`config.mk`:
```
export PLATFORM = sky130hd
export DESIGN_NAME = store_unit
export DESIGN_NICKNAME = d
export VERILOG_FILES = /design/src/rtl/store_pkg.sv /design/src/rtl/store_lane_mux.sv /design/src/rtl/store_unit.sv
export SDC_FILE = /design/constraint.sdc
export NUM_CORES = 1
export LEC_CHECK = 0
export CORE_MARGIN = 2
export CORE_UTILIZATION = 44
export CTS_BUF_LIST = sky130_fd_sc_hd__clkbuf_16
export CTS_CLUSTER_DIAMETER = 80
export DETAILED_ROUTE_END_ITERATION = 6
export PLACE_DENSITY = 0.81
export SETUP_SLACK_MARGIN = 0.15
export SYNTH_ARGS = -nofsm -noshare
export SYNTH_HDL_FRONTEND = slang
export SYNTH_HIERARCHICAL = 1
export SYNTH_SLANG_ARGS = --single-unit
```
`constraint.sdc`:
```
create_clock -name clk -period 2.5 [get_ports clk]
set_input_delay 0.5 -clock clk [delete_from_list [all_inputs] [get_ports clk]]
set_output_delay 0.5 -clock clk [all_outputs]
set_load 0.02 [all_outputs]
```
`src/rtl/store_pkg.sv`:
```
`default_nettype none
// ============================================================================
// Module      : store_pkg
// Description : Shared encodings for the store unit: access sizes, completion
//               status codes and controller states.
// Revision    : 1.0 - initial release
// ============================================================================
package store_pkg;

    localparam logic [1:0] SZ_BYTE = 2'b00;
    localparam logic [1:0] SZ_HALF = 2'b01;
    localparam logic [1:0] SZ_WORD = 2'b10;
    localparam logic [1:0] SZ_RSVD = 2'b11;

    localparam logic [1:0] ERR_OK       = 2'b00;
    localparam logic [1:0] ERR_MISALIGN = 2'b01;
    localparam logic [1:0] ERR_SIZE     = 2'b10;
    localparam logic [1:0] ERR_TIMEOUT  = 2'b11;

    typedef enum logic [1:0] {
        IDLE = 2'd0,
        REQ  = 2'd1,
        DONE = 2'd2
    } state_t;

endpackage
`default_nettype wire

```
`src/rtl/store_lane_mux.sv`:
```
`default_nettype none
// ============================================================================
// Module      : store_lane_mux
// Description : Narrows a register value to the access size and replicates it
//               across the byte lanes, producing matching byte enables.
// Revision    : 1.0 - initial release
// ============================================================================
module store_lane_mux
    import store_pkg::*;
(
    input  logic [1:0]  i_size,
    input  logic [1:0]  i_addr_lo,
    input  logic [31:0] i_data,
    output logic [31:0] o_wdata,
    output logic [3:0]  o_be,
    output logic        o_misaligned
);

    always_comb begin
        o_wdata      = '0;
        o_be         = '0;
        o_misaligned = 1'b0;
        case (i_size)
            SZ_BYTE: begin
                o_wdata = {4{i_data[7:0]}};
                o_be    = 4'b0001 << i_addr_lo;
            end
            SZ_HALF: begin
                o_wdata      = {2{i_data[15:0]}};
                o_be         = i_addr_lo[1] ? 4'b1100 : 4'b0011;
                o_misaligned = i_addr_lo[0];
            end
            SZ_WORD: begin
                o_wdata      = i_data;
                o_be         = 4'b1111;
                o_misaligned = |i_addr_lo;
            end
            // Reserved size is reported separately by the controller.
            default: begin
                o_wdata      = '0;
                o_be         = '0;
                o_misaligned = 1'b0;
            end
        endcase
    end

endmodule
`default_nettype wire

```
`src/rtl/store_unit.sv`:
```
`default_nettype none
// ============================================================================
// Module      : store_unit
// Description : Issues one lane-aligned memory write per start over a req/ack
//               handshake and reports completion status with a done pulse.
// Revision    : 1.0 - initial release
// ============================================================================
module store_unit #(
    parameter int TIMEOUT_CYCLES = 255,
    parameter int CNT_WIDTH      = 8
) (
    input  logic        clk,
    input  logic        reset,
    input  logic        start,
    input  logic [1:0]  size,
    input  logic [31:0] addr,
    input  logic [31:0] store_data,
    output logic        busy,
    output logic        done,
    output logic [1:0]  err_code,
    output logic        mem_req,
    output logic [31:0] mem_addr,
    output logic [31:0] mem_wdata,
    output logic [3:0]  mem_be,
    input  logic        mem_ack
);
    import store_pkg::*;

    localparam bit                   c_timeout_en   = (TIMEOUT_CYCLES != 0);
    localparam logic [CNT_WIDTH-1:0] c_timeout_last = CNT_WIDTH'(TIMEOUT_CYCLES - 1);

    state_t               r_state, w_state_nxt;
    logic [CNT_WIDTH-1:0] r_cnt, w_cnt_nxt;
    logic                 r_busy, w_busy_nxt;
    logic                 r_done, w_done_nxt;
    logic [1:0]           r_err, w_err_nxt;
    logic                 r_req, w_req_nxt;
    logic [31:0]          r_addr, w_addr_nxt;
    logic [31:0]          r_wdata, w_wdata_nxt;
    logic [3:0]           r_be, w_be_nxt;

    logic [31:0]          w_lane_wdata;
    logic [3:0]           w_lane_be;
    logic                 w_lane_misaligned;

    store_lane_mux u_lane_mux (
        .i_size       (size),
        .i_addr_lo    (addr[1:0]),
        .i_data       (store_data),
        .o_wdata      (w_lane_wdata),
        .o_be         (w_lane_be),
        .o_misaligned (w_lane_misaligned)
    );

    always_ff @(posedge clk) begin
        if (reset) begin
            r_state <= IDLE;
            r_cnt   <= '0;
            r_busy  <= 1'b0;
            r_done  <= 1'b0;
            r_err   <= '0;
            r_req   <= 1'b0;
            r_addr  <= '0;
            r_wdata <= '0;
            r_be    <= '0;
        end else begin
            r_state <= w_state_nxt;
            r_cnt   <= w_cnt_nxt;
            r_busy  <= w_busy_nxt;
            r_done  <= w_done_nxt;
            r_err   <= w_err_nxt;
            r_req   <= w_req_nxt;
            r_addr  <= w_addr_nxt;
            r_wdata <= w_wdata_nxt;
            r_be    <= w_be_nxt;
        end
    end

    always_comb begin
        w_state_nxt = r_state;
        w_cnt_nxt   = r_cnt;
        w_done_nxt  = 1'b0;
        w_err_nxt   = r_err;
        w_req_nxt   = r_req;
        w_addr_nxt  = r_addr;
        w_wdata_nxt = r_wdata;
        w_be_nxt    = r_be;
        case (r_state)
            IDLE: begin
                if (start) begin
                    if (size == SZ_RSVD) begin
                        w_state_nxt = DONE;
                        w_done_nxt  = 1'b1;
                        w_err_nxt   = ERR_SIZE;
                    end else if (w_lane_misaligned) begin
                        w_state_nxt = DONE;
                        w_done_nxt  = 1'b1;
                        w_err_nxt   = ERR_MISALIGN;
                    end else begin
                        w_state_nxt = REQ;
                        w_req_nxt   = 1'b1;
                        w_cnt_nxt   = '0;
                        w_addr_nxt  = {addr[31:2], 2'b00};
                        w_wdata_nxt = w_lane_wdata;
                        w_be_nxt    = w_lane_be;
                    end
                end
            end
            REQ: begin
                // Ack is tested first so it wins over a timeout on the same edge.
                if (mem_ack) begin
                    w_state_nxt = DONE;
                    w_done_nxt  = 1'b1;
                    w_err_nxt   = ERR_OK;
                    w_req_nxt   = 1'b0;
                end else if (c_timeout_en && (r_cnt == c_timeout_last)) begin
                    w_state_nxt = DONE;
                    w_done_nxt  = 1'b1;
                    w_err_nxt   = ERR_TIMEOUT;
                    w_req_nxt   = 1'b0;
                end else begin
                    w_cnt_nxt = r_cnt + 1'b1;
                end
            end
            DONE: begin
                w_state_nxt = IDLE;
            end
            default: begin
                w_state_nxt = IDLE;
                w_req_nxt   = 1'b0;
            end
        endcase
        w_busy_nxt = (w_state_nxt != IDLE);
    end

    assign busy      = r_busy;
    assign done      = r_done;
    assign err_code  = r_err;
    assign mem_req   = r_req;
    assign mem_addr  = r_addr;
    assign mem_wdata = r_wdata;
    assign mem_be    = r_be;

endmodule
`default_nettype wire

```
==> impl_results.md <==
* Outcome: complete, no violations
* Commonest non-fill, non-tap cell in the layout: nand2_1
* Largest net degree at the start of global routing at 51
* Syn_area_per_cell at 7.866 um2
* RSZ-0062 raised after global routing: false
* Starting Density at 44.87%
* Total track usage at 22.58%
* Worst hold path type: register to register
* Pwr dens at 668.9 mW/mm2
* Worst setup path category: input pin to register
* Final std cells w/o fill at 705
* Die width at 95.08 um
* Initial antenna violation count at 0
* Final net count at 672
* Slew Limit Fails at 0
* Final hold vios at 0
* Yosys reg bits at 81
* Iter 0 DRT Violations at 162
* Clk root buf: clkbuf_16
* Sequential element share of the synthesized area at 44.43%
* Final setup viols at 0
* CTS buffer count at 9
* Crit-path max FO at 50
* Filler Cells Inserted at 680
* Drt first pass iters at 4
* Cts hold-fix bufs at 0
* Vias at 3765
* Number of enable flip-flop cells after synthesis at 0
* Placed cell count at 689
* Min cycle time layout at 2.190 ns
* Sw Pwr at 0.0009701 W
* Final core occ at 67.22%
* Routed WL at 10.41 mm
* Critical path's most frequent cell: a21oi_1
* Worst-margin pin slew at 0.6789 ns
* Post-CTS setup buffer count at 0
* Max-cap violation count at 0
* Worst Skew at 0.007194 ns
* Critical path's largest stage delay at 0.51 ns
* Clk pwr share at 43.1%
* Gr ovfl total at 0
* Library cells used by synthesis at 45
* # port buffers at 140
* Post-synth top area cell: dfxtp_1
* Top-area cell type share of the netlist area at 44.43%
* Num Clock Sinks at 81
* Clock latency on the worst-skew pair at 0.33 ns
* Ys flop type: dfxtp_1
* CTS Buffer Depth at 2
* Share of cells above drive strength 1 at 7.500%
* Core Region at 0.008134 mm2
* Setup ws final at 0.3096 ns
* Global placement routability congestion at 0.9022
* Crit-path leading delay family: buffers and inverters
* Register area at 0.001622 mm2
* Drt drc at 0
* Routed len/inst at 14.76 um
* Synth-to-Final Area Change at 49.81%
* Sequential share of power at 38.3%
* Achievable Freq at 456.5 MHz
* Clock transition at the registers of the reported paths at 0.07 ns
* Slew headroom at 54.74%
* Critical Path RT at 2.76 ns
* Crit. End Element: register
* Asr flop ratio synth at 0%
* Dominant cells by area after synthesis: dfxtp_1 (44%), nand2_1 (16%), a21oi_1 (12%), buf_6 (2.5%), ha_1 (2.4%)
* Dpl ws at -0.03794 ns
* CP Cell Sequence: clkdlybuf4s50_1 -> inv_1 -> ha_1 -> a21boi_1 -> a21oi_1 -> and2_2 -> buf_12 -> nand2_1 -> a21oi_1
* Critical Path AT at 2.45 ns
* Mapped Cells at 464
* Vias per std cell at 5.340
* Die height at 95.08 um
* Antenna Nets Post-Route at 0
* Multi-input logic area at 0.001788 mm2
* Synthesized area at 0.003650 mm2
* Pint at 0.002687 W
* Comb pwr share at 18.6%
* H-tree levels at 3
* Row Count at 33
* Most frequent cells in the layout: nand2_1 (155), clkdlybuf4s50_1 (139), a21oi_1 (91)
* Tcrit/Tclk final at 87.62%
* First-pass GRT wire length at 16.04 mm
* CP max stage cell: clkdlybuf4s50_1
* Bufs and invs on worst path at 3
* Synth warn at 6
* Number of global-route vias before repair at 3462
* CTS resizes at 0
* Diode count at 0
* Switch share at 26.53%
* Hold_ws at 0.4537 ns
* HPWL after DPL at 7.544 mm
* Ports placed on the boundary at 143
* Maximum VDD drop at 0.3744 mV
* Startpoint Class: input pin
* Static Leakage at 1.971 nW
* CTS tree: yes
* Die Area at 0.009039 mm2
[worst paths after layout]
kind	start	end	cells after the start	slack (ns)
worst min-delay path	mem_addr[26]	mem_addr[26]	2	0.45
worst max-delay path	size[1]	mem_addr[9]	9	0.31
worst min register to register	mem_addr[26]	mem_addr[26]	2	0.45
worst max register to register	r_state[0]	r_cnt[6]	4	0.65
[cells in the mapped netlist, types with 5 or more instances]
| cell | number |
|---|---|
| a21oi_1 | 91 |
| dfxtp_1 | 81 |
| buf_6 | 8 |
| buf_2 | 15 |
| nand2_1 | 156 |
| a22oi_1 | 8 |
| nand3_1 | 10 |
| ha_1 | 7 |
| clkbuf_1 | 9 |
| a22o_1 | 8 |
| nor2_1 | 5 |
| nor3b_1 | 8 |
[worst reg2reg max path: stages, from the launching register on]
cell,delay (ns)
dfxtp_1,0.56
nor3b_4,0.37
o21ai_2,0.26
o311a_1,0.39
a21o_1,0.15
[sequential cells by signal (all words and copies together), names as in the netlist]
signal     flops
mem_req        1
mem_wdata     32
busy           1
err_code       2
done           1
mem_addr      30
r_cnt          8
r_state        2
mem_be         4
[layer usage]
metal,GRT usage (%),part of all wire (%)
met1,27.93,41
met2,39.20,50
met3,5.455,7.8
met4,6.039,1.3
met5,0,0
[power by group through the flow]
stage          Combinational, W  Sequential, W  Clock (W)
2_1_floorplan          0.000288        0.00150          0
3_3_place_gp           0.000667        0.00143          0
3_5_place_dp           0.000678        0.00143          0
4_1_cts                0.000682        0.00140    0.00160
5_1_grt                0.000735        0.00141    0.00165
6_report               0.000680        0.00140    0.00158
[metrics by stage]
| step | TNS [ns] | instance area [um2] | total power [W] |
|---|---|---|---|
| 2_1_floorplan | 0 | 3654 | 0.001791 |
| 3_3_place_gp | 0 | 5110 | 0.002095 |
| 3_5_place_dp | -0.1784 | 5110 | 0.002109 |
| 4_1_cts | 0 | 5468 | 0.003684 |
| 5_1_grt | 0 | 5468 | 0.003797 |
| 6_report | 0 | 5468 | 0.003657 |
[kinds of logic (layout without fill, tap and decap cells)]
family | count (synthesis) | count (layout) | synth area share, %
adder cells (fa/ha/maj) | 7 | 7 | 2.400
flip-flops | 81 | 81 | 44.43
buffers and inverters | 41 | 176 | 6.788
AO/OA/AOI/OAI | 131 | 131 | 21.63
AND/OR/NAND/NOR | 203 | 203 | 24.65
other | 1 | 2 | 0.1027
[area by class of cell]
class | count | area share, %
sequential | 81 | 29.66
clock buffer | 9 | 4.119
inverter | 4 | 0.2746
tap | 105 | 2.403
multi-input combinational | 343 | 32.70
clock inverter | 7 | 2.426
timing repair buffer | 156 | 28.42
No activity file was read; power rests on OpenSTA's default activity.
==> edit: new RTL, same flow settings <==
The parameter `TIMEOUT_CYCLES` goes from 255 to 127.
--- a/src/rtl/store_unit.sv
+++ b/src/rtl/store_unit.sv
@@ -8,3 +8,3 @@
 module store_unit #(
-    parameter int TIMEOUT_CYCLES = 255,
+    parameter int TIMEOUT_CYCLES = 127,
     parameter int CNT_WIDTH      = 8
Behaviour: no difference found for any inputs over 4 cycles, from zero or initial values and one cycle with reset high; that may be too few to reach the edited logic, so the function may still have changed.
==> edit against the unedited design <==
- first-iteration DRC count is 8.6% higher
- sequential cell count stayed put
- die area hardly changed
- setup slack gained 0.011 ns
- area after synthesis barely moved
- global-route usage barely moved
- cell area is 0.25% higher
- combinational power grew 0.6%
- total power decreased by 0.28%
- via count rose by 0.77%
- routed wire length is 0.87% higher
- fmax up 0.52%
- critical endpoint is now mem_addr[24]
- largest cell class unchanged
==> edit: results (changes against the unedited design) <==
.. list-table::
   :header-rows: 1

   * - Metric
     - Value
   * - Global-route track usage on met2
     - 39.5% (was 39.2%)
   * - End point of the critical path
     - mem_addr[24] (was mem_addr[9])
   * - Largest net degree at the start of global routing
     - 50 (was 51)
   * - Startpoint of the lowest-slack hold path
     - mem_wdata[18] (was mem_addr[26])
   * - Grt met3 use
     - 4.98% (was 5.45%)
   * - Library cells used by synthesis
     - 46 (was 45)
   * - Internal reg-to-reg setup slack
     - 0.75 ns (was 0.65 ns)
   * - Ranking of synthesized cells by area
     - dfxtp_1, nand2_1, a21oi_1 (unchanged)
   * - Final net count
     - 679 (was 672)
   * - Filler instances
     - 649 (was 680)
   * - Via count of the first global-routing pass
     - 3403 (was 3462)
   * - Gp weighted congestion
     - 0.851 (was 0.902)
   * - Total cell area at the placement stage
     - 5130 um^2 (was 5110 um^2)
   * - Overall routing resource usage
     - 22.6% (about the same)
   * - Data required time at the worst endpoint
     - 2.75 ns (was 2.76 ns)
   * - Static leakage power
     - 1.96 nW (was 1.97 nW)
   * - First-pass detailed-route iteration total
     - 5 (was 4)
   * - Met1 track demand over resource in global routing
     - 27.4% (was 27.9%)
   * - Share of synthesized area occupied by flip-flops and latches
     - 44.5% (was 44.4%)
   * - Worst-path maximum fanout
     - 20 (was 50)
   * - Endpoint of the lowest-slack register-to-register path
     - r_cnt[3] (was r_cnt[6])
   * - HPWL after DPL
     - 7.56 mm (was 7.54 mm)
   * - Clock Skew
     - 0.00861 ns (was 0.00719 ns)
   * - Share of final-layout standard cells stronger than drive strength 1
     - 6.92% (was 7.50%)
   * - Commonest cells post-synth
     - nand2_1, a21oi_1, dfxtp_1 (unchanged)
   * - Worst IR Drop VDD
     - 0.399 mV (was 0.374 mV)
   * - Count of buffers inserted at the top-level ports
     - 140 (unchanged)
   * - Global-route wire length before repair
     - 15.9 mm (was 16.0 mm)
   * - Vias
     - 3794 (was 3765)
   * - Count of flip-flops with a built-in enable after synthesis
     - 0 (unchanged)
   * - Slew at the pin with the worst max-slew slack
     - 0.913 ns (was 0.679 ns)
   * - Result of the run
     - complete, no violations (unchanged)
edit: cell types whose count changed after synthesis, moves of 3 or more:
cell      before  now
a21oi_1       91   96
clkbuf_1       9   18
nand3_1       10   13
buf_2         15    7
edit: where the power goes:
part | switching (W) | internal, W
Combinational | 0.000356 | 0.000328
Clock | 0.000565 | 0.000997
Sequential | 0.0000403 | 0.00136
edit: area by class of cell:
class / count / area, um^2 / share of cell area (%)
clock buffer: 9 / 225 / 4.11
timing repair buffer: 158 / 1570 / 28.6
inverter: 3 / 11.3 / 0.205
multi-input combinational: 349 / 1790 / 32.7
sequential: 81 / 1620 / 29.6
tap: 105 / 131 / 2.40
clock inverter: 7 / 130 / 2.37
edit: worst reg2reg max path, stage by stage (launching register included):
cell,delay [ns]
dfxtp_1,0.53
or3b_1,0.44
a21oi_2,0.26
a41oi_1,0.17
a311oi_1,0.26
edit: per-stage QoR:
stage                     utilization [%]  total power (W)  TNS [ns]  instances  worst slack (ns)
after detailed placement             63.0          0.00211   -0.0148        696           -0.0122
after global placement               63.0          0.00210         0        696            0.0587
after floorplan                         -          0.00179         0        471             0.370
after global routing                 67.4          0.00378         0        712             0.198
after CTS                            67.4          0.00367         0        712             0.336
final                                67.4          0.00365         0        712             0.321
edit: worst min-delay path by stage:
stage	end	slack (ns)	cells after the start
final	mem_wdata[18]	0.45	2
after global routing	mem_addr[16]	0.47	2
after CTS	mem_wdata[26]	0.45	2
after detailed placement	mem_wdata[26]	0.45	2
after global placement	mem_addr[22]	0.44	2
after floorplan	r_cnt[7]	0.47	2
edit: metal layers:
metal	share of wire (%)	routed length, um	vias to the layer above
li1	-	-	1872
met1	42	4360	1764
met2	49	5200	147
met3	7.8	815	11
met4	1.2	127	0
met5	0	0	-
edit: cells by family (layout without fill, tap and decap cells):
group,after synthesis,in the layout,share of synthesized area [%]
and+or+nand+nor,206,206,24.9
AOI/OAI and AO/OA,134,134,21.5
DFF,81,81,44.5
buffers and inverters,41,177,6.55
adders and majority gates,7,7,2.40
other,1,2,0.103
